--- src/rtl/mem_port_arbiter.sv ---
`default_nettype none
// ============================================================================
// Module      : mem_port_arbiter
// Description : Round-robin arbiter sharing BRAM port B between the LSU and
//               the loader/debug DMA; one transaction in flight at a time.
// Revision    : 1.0 - initial release
// ============================================================================
module mem_port_arbiter #(
    parameter int RD_LAT = 1
) (
    input  logic        clk,
    input  logic        rst_n,
    input  logic        m0_req,
    input  logic [1:0]  m0_op,
    input  logic [1:0]  m0_size,
    input  logic [31:0] m0_addr,
    input  logic [31:0] m0_wdata,
    output logic        m0_gnt,
    output logic        m0_rvalid,
    output logic [31:0] m0_rdata,
    input  logic        m1_req,
    input  logic [1:0]  m1_op,
    input  logic [1:0]  m1_size,
    input  logic [31:0] m1_addr,
    input  logic [31:0] m1_wdata,
    output logic        m1_gnt,
    output logic        m1_rvalid,
    output logic [31:0] m1_rdata,
    output logic [1:0]  mem_op,
    output logic [1:0]  mem_size,
    output logic [31:0] mem_addr,
    output logic [31:0] mem_wdata,
    input  logic [31:0] mem_rdata,
    output logic        busy
);

    localparam logic [1:0] c_stIdle  = 2'd0;
    localparam logic [1:0] c_stIssue = 2'd1;
    localparam logic [1:0] c_stWait  = 2'd2;
    localparam logic [1:0] c_stResp  = 2'd3;
    localparam logic [1:0] c_opStore = 2'b11;
    localparam logic [2:0] c_rdLat   = 3'(RD_LAT);

    logic [1:0] r_state;
    logic [1:0] w_nextState;
    logic       r_owner;
    logic       r_rrPrio;
    logic [2:0] r_count;
    logic       w_m0Valid;
    logic       w_m1Valid;
    logic       w_select;
    logic       w_selOwner;

    assign w_m0Valid = m0_req && (m0_op != 2'b00);
    assign w_m1Valid = m1_req && (m1_op != 2'b00);

    always_ff @(posedge clk or negedge rst_n) begin
        if (!rst_n) begin
            r_state <= c_stIdle;
        end else begin
            r_state <= w_nextState;
        end
    end

    always_comb begin
        w_nextState = r_state;
        w_select    = 1'b0;
        w_selOwner  = 1'b0;
        m0_gnt      = 1'b0;
        m1_gnt      = 1'b0;
        m0_rvalid   = 1'b0;
        m1_rvalid   = 1'b0;
        busy        = (r_state != c_stIdle);
        case (r_state)
            c_stIdle: begin
                if (w_m0Valid || w_m1Valid) begin
                    w_select    = 1'b1;
                    w_selOwner  = (w_m0Valid && w_m1Valid) ? r_rrPrio : w_m1Valid;
                    w_nextState = c_stIssue;
                end
            end
            c_stIssue: begin
                m0_gnt      = ~r_owner;
                m1_gnt      = r_owner;
                w_nextState = (mem_op == c_opStore) ? c_stIdle : c_stWait;
            end
            c_stWait: begin
                if (r_count == 3'd1) begin
                    w_nextState = c_stResp;
                end
            end
            c_stResp: begin
                m0_rvalid   = ~r_owner;
                m1_rvalid   = r_owner;
                w_nextState = c_stIdle;
            end
            default: w_nextState = c_stIdle;
        endcase
    end

    // mem_op is only non-zero during the ISSUE cycle; the other fields hold.
    always_ff @(posedge clk or negedge rst_n) begin
        if (!rst_n) begin
            mem_op    <= 2'b00;
            mem_size  <= 2'b00;
            mem_addr  <= 32'd0;
            mem_wdata <= 32'd0;
            r_owner   <= 1'b0;
            r_rrPrio  <= 1'b0;
            r_count   <= 3'd0;
            m0_rdata  <= 32'd0;
            m1_rdata  <= 32'd0;
        end else begin
            mem_op <= 2'b00;
            if (w_select) begin
                r_owner <= w_selOwner;
                if (w_selOwner) begin
                    mem_op    <= m1_op;
                    mem_size  <= m1_size;
                    mem_addr  <= m1_addr;
                    mem_wdata <= m1_wdata;
                end else begin
                    mem_op    <= m0_op;
                    mem_size  <= m0_size;
                    mem_addr  <= m0_addr;
                    mem_wdata <= m0_wdata;
                end
            end
            if (r_state == c_stIssue) begin
                r_rrPrio <= ~r_owner;
                r_count  <= c_rdLat;
            end
            if (r_state == c_stWait) begin
                r_count <= r_count - 3'd1;
                if (r_count == 3'd1) begin
                    if (r_owner) begin
                        m1_rdata <= mem_rdata;
                    end else begin
                        m0_rdata <= mem_rdata;
                    end
                end
            end
        end
    end

endmodule
`default_nettype wire
--- config.mk ---
export PLATFORM = sky130hd
export DESIGN_NAME = mem_port_arbiter
export DESIGN_NICKNAME = d
export VERILOG_FILES = /design/src/rtl/mem_port_arbiter.sv
export SDC_FILE = /design/constraint.sdc
export NUM_CORES = 1
export LEC_CHECK = 0
export CAP_MARGIN = 20
export CORE_ASPECT_RATIO = 1.1
export CORE_UTILIZATION = 40
export DETAILED_ROUTE_END_ITERATION = 10
export PLACE_DENSITY = 0.78
export SLEW_MARGIN = 20
export SYNTH_ARGS = -nofsm -noshare
export SYNTH_HDL_FRONTEND = slang
export SYNTH_SLANG_ARGS = --single-unit
--- constraint.sdc ---
create_clock -name clk -period 2.5 [get_ports clk]
set_clock_uncertainty 0.1 [all_clocks]
set_input_delay 0.25 -clock clk [delete_from_list [all_inputs] [get_ports clk]]
set_output_delay 0.25 -clock clk [all_outputs]
set_load 0.01 [all_outputs]
==> flow_summary.yaml, run 1 <==
timing:
  rsz0062_at_grt: "false"
  max_freq_mhz: 441
  tightest_slew_ns: 0.448
  hold_violations: 0
  fin_crit_ns: 2.27
  finalCritPeriodShare: 0.908
  setup_slack_ns: 0.231
  setup_viol: 0
  max_slew_margin: 0.701
  drv_slew: 0
  fin_setup_tns_ns: 0
cells_and_area:
  n_fill_cell: 1132
  regArea_um2: 3480
  drive_gt1_frac: 0.131
  nNetsFinal: 961
  insertedDiodeCount: 0
  layout_commonest_cell: "clkdlybuf4s50_1"
  final_util: 0.677
  multi_input_comb_area_um2: 2280
  final_cell_mix: "307 x clkdlybuf4s50_1, 139 x dfrtp_1, 70 x nand2_1"
  syn_to_final_growth_pct: 64.7
route:
  wl_per_cell_um: 16.9
  vias: 4807
  vias_per_cell: 4.87
  totalWireLength_um: 16700
  drtPass1Iterations: 4
  drc: 0
  antenna_left: 0
  first_iter_violations: 133
die:
  ioPinCount: 309
  die_y_um: 130
  num_rows: 46
  core_um2: 14500
  die_w_um: 118
  start_util: 0.411
  die_area_um2: 15400
critical_path:
  reg2reg_depth: 5
  slowest_stage: "clkdlybuf4s50_1"
  critPathKind: "reg2out"
  cpPeakStageDelay_ns: 0.55
  path_cells: "inv_1 > ha_1 > inv_1 > clkdlybuf4s50_1"
  cpLargestDelayFamily: "buffers and inverters"
  cp.arrival_ns: 1.92
  required_ns: 2.15
  reg2reg_to: "m0_rdata[14]"
  regToRegSetupSlack_ns: 0.49
  path_max_fanout: 6
  crit_path_end_kind: "output pin"
  cp_common_cell: "inv_1"
  critPathBufInv: 3
  setup.worst_path.start_class: "flip-flop"
  reg2reg_from: "r_state[0]"
synthesis:
  syn_nets: 653
  syn-cell-area_um2: 5960
  synth_cells: 475
  yosysUniqueCellTypes: 30
  synth_warnings: 0
  syn_avg_cell_area_um2: 12.6
  yosysSeqAreaShare: 0.583
  synth_seq_cells: 139
cts:
  hold_buffers: 1
  insertion_delay_ns: 0.41
  path_clk_slew_ns: 0.06
  cts_num_sinks: 139
  ctsResizeCount: 0
  clockBufferDepth: 2
  cts_buffers: 17
  post_cts_buffers: 0
  root_buffer: "clkbuf_16"
  tritoncts: "yes"
  cts_max_level: 4
placed_design:
  routabilityCongestion: 0.785
  dp_slack_ns: 0.473
  port_buffers: 308
  hpwl_um: 12700
pwr:
  ir_drop_mv: 0.464
  power_density_nw_per_um2: 1190
  power_leakage_nw: 4.47
  total_power_mw: 11.7
worst_hold_path:
  hold_class: "in2async"
global_route:
  overflow: 0
  track_usage: 0.222
  grt_pass1_wl_um: 26100
  antenna_found_initial: 0
  grt_pass1_vias: 5104
  grt_start_max_net_pins: 81
run:
  cap_viol_max_count: 0
outcome:
  status: "completed"
[per-layer routing]
layer / track usage / wire length, um
met5: 0 / 0
met4: 0.0938 / 443
met3: 0.0787 / 1330
met2: 0.413 / 8830
met1: 0.227 / 6100
[cells by family (layout without fill, tap and decap cells)]
kind of cell,Yosys count,in the layout,share of synthesized area
AOI/OAI and AO/OA,79,79,0.0715
muxes,132,132,0.235
buffers and inverters,35,356,0.0371
and+or+nand+nor,84,84,0.0604
adders and majority gates,6,6,0.0126
DFF,139,139,0.583
[worst max-delay path by stage]
stage / start / end / slack, ns / cells after the start
after CTS: r_state[0] / busy / 0.20 / 4
after global placement: m0_op[1] / mem_addr[24] / 0.52 / 6
after floorplan: r_state[0] / m0_rdata[11] / 0.69 / 5
final: r_state[0] / busy / 0.23 / 4
after detailed placement: m0_op[0] / mem_wdata[6] / 0.47 / 6
after global routing: r_state[0] / busy / 0.13 / 4
[synthesized netlist by cell type]
| master | n | area (um^2) |
|---|---|---|
| o21ai_0 | 63 | 315 |
| a21o_1 | 1 | 7.51 |
| buf_6 | 4 | 45.0 |
| mux2i_1 | 68 | 681 |
| mux2_1 | 6 | 67.6 |
| buf_2 | 9 | 45.0 |
| nand4_2 | 1 | 12.5 |
| buf_8 | 2 | 30.0 |
| nand2_1 | 70 | 263 |
| nor3b_4 | 1 | 18.8 |
| mux2_2 | 58 | 653 |
| a21oi_1 | 1 | 5.00 |
| nand3b_1 | 2 | 15.0 |
| o21a_1 | 2 | 15.0 |
| nand3_1 | 1 | 5.00 |
| inv_1 | 6 | 22.5 |
| ha_1 | 6 | 75.1 |
| a32oi_1 | 1 | 8.76 |
| buf_4 | 7 | 52.6 |
| o21ai_2 | 1 | 8.76 |
| o21ai_1 | 7 | 35.0 |
| nor2_1 | 4 | 15.0 |
| clkbuf_1 | 7 | 26.3 |
| nor2b_1 | 2 | 12.5 |
| nand2b_1 | 1 | 6.26 |
| o22a_1 | 1 | 8.76 |
| o211ai_2 | 1 | 12.5 |
| a41o_1 | 1 | 10.0 |
| and2_1 | 2 | 12.5 |
| dfrtp_1 | 139 | 3480 |
[metrics by stage]
stage	cells	hold slack [ns]	instance area [um^2]
3_5_place_dp	955	0.0723	9250
2_1_floorplan	475	-0.146	5960
6_report	988	0.197	9820
5_1_grt	988	0.213	9820
3_3_place_gp	955	0.0654	9250
4_1_cts	988	0.191	9820
[flip-flops by register name (all words and copies together) (netlist names), named ones only]
signal,flops
r_state,1
r_owner,1
mem_op,2
r_rrPrio,1
mem_size,2
m0_rdata,32
r_count,3
mem_wdata,32
m1_rdata,32
mem_addr,32
[area by class of cell]
class                           count  area share
Clock buffer                       19      0.0451
Sequential cell                   139       0.354
Inverter                            6     0.00229
Tap cell                          192      0.0245
Multi-Input combinational cell    301       0.232
Clock inverter                     13      0.0121
Timing Repair Buffer              318       0.330
[report_power, final]
part | internal, mW | switching [mW] | total, mW
clock network | 1.40 | 0.962 | 2.36
logic | 3.14 | 2.25 | 5.39
registers | 3.37 | 0.611 | 3.98
Note: power is estimated with default switching activity, not from simulation.
==> run 2: changes to the inputs <==
GPL_TIMING_DRIVEN = 1   (was unset)
clock period = 2.51 ns   (was 2.5 ns; I/O delays follow)
==> run 2 against run 1 <==
First-iteration DRC count rose by 24%. Critical path type unchanged. Clock power rose by 14%. Largest cell class unchanged. Global-route usage fell by 0.17 points. Register-to-register slack improved by 0.06 ns. Utilization rose by 0.44 points. Non-clock buffer count fell by 1. Critical path depth did not move. Via count fell by 0.58%. Routed wire length fell by 0.29%. Sequential power barely moved. Setup slack improved by 0.056 ns. Power rose by 2.3%. Largest power group unchanged.
==> flow_summary.yaml, run 2 (synthesis results as in run 1) <==
route:
  first_iter_violations: 165
  drc: 0
  drtPass1Iterations: 4
  vias_per_cell: 4.84
  antenna_left: 0
  vias: 4779
  wl_per_cell_um: 16.9
  totalWireLength_um: 16700
critical_path:
  startpoint: "r_state[0]"
  path_max_fanout: 6
  path_cells: "inv_1 > ha_1 > inv_1 > clkdlybuf4s50_1"
  cpPeakStageDelay_ns: 0.54
  cp_common_cell: "inv_1"
  reg2reg_depth: 5
  crit_path_end_kind: "output pin"
  critPathKind: "reg2out"
  setup.worst_path.start_class: "flip-flop"
  slowest_stage: "clkdlybuf4s50_1"
  cp.arrival_ns: 1.87
  required_ns: 2.16
  reg2reg_from: "r_state[0]"
cts:
  path_clk_slew_ns: 0.06
  root_buffer: "clkbuf_16"
  post_cts_buffers: 0
  insertion_delay_ns: 0.40
  cts_buffers: 17
  clockBufferDepth: 2
  hold_buffers: 1
  cts_num_sinks: 139
  tritoncts: "yes"
  cts_max_level: 4
  ctsResizeCount: 0
pwr:
  combinationalPowerShare: 0.446
  switchingPower_mw: 3.75
  total_power_mw: 12.0
  internal_power_mw: 8.25
  switching_share: 0.312
  ir_drop_mv: 0.453
  sequentialPowerShare: 0.329
  power_density_nw_per_um2: 1210
  power_leakage_nw: 4.49
  p_clk_frac: 0.225
timing:
  tightest_slew_ns: 0.603
  max_slew_margin: 0.598
  setup_viol: 0
  fin_setup_tns_ns: 0
  drv_slew: 0
  rsz0062_at_grt: "false"
  max_freq_mhz: 450
  hold_violations: 0
  fin_crit_ns: 2.22
  finalCritPeriodShare: 0.886
die:
  start_util: 0.411
  ioPinCount: 309
  num_rows: 46
  die_w_um: 118
  core_um2: 14500
  die_y_um: 130
  die_area_um2: 15400
run:
  cap_viol_max_count: 0
cells_and_area:
  layout_commonest_cell: "clkdlybuf4s50_1"
  nNetsFinal: 960
  fin_cells: 988
  final_util: 0.681
  final_cell_mix: "307 x clkdlybuf4s50_1, 139 x dfrtp_1, 70 x nand2_1"
  drive_gt1_frac: 0.126
  syn_to_final_growth_pct: 65.7
global_route:
  grt_pass1_vias: 5007
  overflow: 0
  grt_start_max_net_pins: 81
  antenna_found_initial: 2
  track_usage: 0.220
  grt_pass1_wl_um: 25900
placed_design:
  post-place-cells: 954
  hpwl_um: 12700
  port_buffers: 308
  routabilityCongestion: 0.813
outcome:
  status: "completed"
worst_hold_path:
  hold_class: "in2async"
run 2: routing by layer:
| layer | global-route usage | vias to the layer above | share of wire |
|---|---|---|---|
| met5 | 0 | - | 0 |
| met4 | 0.104 | 0 | 0.029 |
| met2 | 0.400 | 232 | 0.52 |
| met1 | 0.228 | 2233 | 0.37 |
| li1 | - | 2277 | - |
| met3 | 0.0791 | 37 | 0.079 |
run 2: layout make-up:
type	instances	area [um^2]
clock buffers	21	450
fillers	1102	4620
inverters	6	22.5
flip-flops and latches	139	3480
multi-input cells	301	2280
clock inverters	10	190
well taps	192	240
diodes	2	5.00
repair buffers	317	3220
run 2: worst paths after layout:
check	end	slack [ns]
max reg2reg	m0_rdata[11]	0.55
min reg2reg	mem_addr[4]	0.37
min	mem_addr[16]	0.28
min in group clk	mem_addr[2]	0.37
max	busy	0.29
max in group asynchronous	m0_rdata[21]	1.26
run 2: power by group through the flow:
| stage | Sequential, mW | Combinational (mW) | Clock, mW |
|---|---|---|---|
| after floorplan | 4.43 | 1.92 | 0 |
| after global placement | 3.92 | 5.26 | 0 |
| after detailed placement | 3.98 | 5.40 | 0 |
| after CTS | 3.96 | 5.43 | 2.76 |
| after global routing | 4.11 | 5.78 | 2.86 |
| final | 3.95 | 5.35 | 2.70 |
run 2: critical path: cells and delay by family, from the launching register on:
family	cells	cell delay, ns
buffers and inverters	3	0.75
adder cells (fa/ha/maj)	1	0.28
flip-flops	1	0.44
run 2: per-stage QoR:
stage / hold WS (ns) / setup slack, ns / area (um^2)
2_1_floorplan: -0.145 / 0.701 / 5960
3_3_place_gp: 0.164 / 0.511 / 9230
3_5_place_dp: 0.167 / 0.380 / 9230
4_1_cts: 0.292 / 0.254 / 9880
5_1_grt: 0.329 / 0.197 / 9880
6_report: 0.285 / 0.287 / 9880
==> run 3: changes to the inputs <==
CORE_MARGIN = 3   (was unset)
==> run 3 against run 2 <==
Clock power down 8.5%. Cell area rose by 0.28%. Maximum frequency rose by 0.33%. Register-to-register slack got worse by 0.02 ns. Largest power group unchanged.
==> flow_summary.yaml, run 3 (synthesis results as in run 1) <==
route:
  wl_per_cell_um: 17.2
  antenna_left: 0
  vias_per_cell: 4.80
  drtPass1Iterations: 4
  drc: 0
  totalWireLength_um: 17200
  vias: 4776
  first_iter_violations: 210
global_route:
  grt_pass1_vias: 5054
  track_usage: 0.211
  antenna_found_initial: 1
  grt_start_max_net_pins: 74
  overflow: 0
  grt_pass1_wl_um: 26700
critical_path:
  setup.worst_path.start_class: "flip-flop"
  crit_path_end_kind: "output pin"
  required_ns: 2.16
  path_max_fanout: 6
  critPathKind: "reg2out"
  cp.arrival_ns: 1.86
die:
  die_y_um: 134
  num_rows: 46
  die_area_um2: 16400
  die_w_um: 122
  core_um2: 14500
  start_util: 0.411
  ioPinCount: 309
cts:
  ctsResizeCount: 0
  tritoncts: "yes"
  clockBufferDepth: 2
  cts_buffers: 17
  post_cts_buffers: 0
  path_clk_slew_ns: 0.06
  root_buffer: "clkbuf_16"
  cts_max_level: 4
  insertion_delay_ns: 0.41
  cts_num_sinks: 139
pwr:
  power_leakage_nw: 4.52
  ir_drop_mv: 0.448
  total_power_mw: 11.9
  power_density_nw_per_um2: 1200
timing:
  max_slew_margin: 0.544
  fin_crit_ns: 2.22
  fin_setup_tns_ns: 0
  drv_slew: 0
  rsz0062_at_grt: "false"
  setup_slack_ns: 0.294
  tightest_slew_ns: 0.684
  max_freq_mhz: 451
  setup_viol: 0
  hold_violations: 0
  finalCritPeriodShare: 0.883
cells_and_area:
  final_util: 0.683
  nNetsFinal: 968
  syn_to_final_growth_pct: 66.2
  n_fill_cell: 1100
  drive_gt1_frac: 0.137
  fin_cells: 996
  final_cell_mix: "307 x clkdlybuf4s50_1, 139 x dfrtp_1, 70 x nand2_1"
  layout_commonest_cell: "clkdlybuf4s50_1"
placed_design:
  dp_slack_ns: 0.269
  post-place-cells: 962
  hpwl_um: 13300
  routabilityCongestion: 0.809
  port_buffers: 308
worst_hold_path:
  hold_class: "in2async"
run:
  cap_viol_max_count: 0
outcome:
  status: "completed"
run 3: routing by layer:
metal	track usage	vias to the layer above	wire [um]
li1	-	2279	-
met1	0.233	2244	6310
met2	0.365	223	8630
met3	0.0831	30	1810
met4	0.0815	0	411
met5	0	-	0
run 3: area by class of cell:
type	instances	area (um^2)	share of cell area
flip-flops and latches	139	3480	0.351
repair buffers	325	3300	0.333
multi-input cells	301	2280	0.230
clock buffers	20	447	0.0451
well taps	192	240	0.0242
clock inverters	12	139	0.0140
inverters	6	22.5	0.00227
diodes	1	2.50	0.000252
run 3: through the flow:
step                area, um^2  hold slack [ns]
global placement          9310            0.222
global route              9910            0.365
finish                    9910            0.311
CTS                       9910            0.334
detailed placement        9310            0.223
floorplan                 5960           -0.145
run 3: power breakdown:
part / leakage [nW] / switching (mW) / internal [mW]
clock network: 0.279 / 0.966 / 1.50
logic: 2.57 / 2.26 / 3.16
registers: 1.67 / 0.620 / 3.35
total: 4.52 / 3.85 / 8.02
run 3: path summary, 6_finish.rpt:
check / to / cells after the start / start / slack, ns
max: busy / 4 / r_state[0] / 0.29
min: mem_addr[20] / 2 / rst_n / 0.31
max reg2reg: m0_rdata[11] / 5 / r_state[0] / 0.53
min reg2reg: mem_wdata[0] / 2 / mem_wdata[0] / 0.38
max in group asynchronous: m0_rdata[24] / 3 / rst_n / 1.34
min in group clk: mem_addr[18] / 3 / m1_addr[18] / 0.36
run 3: critical path, stage by stage (launching register included):
cell             delay, ns
dfrtp_1               0.43
inv_1                 0.09
ha_1                  0.28
inv_1                 0.11
clkdlybuf4s50_1       0.55
run 3: timing repair:
| item | 4_1_cts | 5_1_grt |
|---|---|---|
| hold buffers | 1 | 0 |
| hold endpoints to repair | 70 | 0 |
| setup endpoints to repair | 0 | 0 |
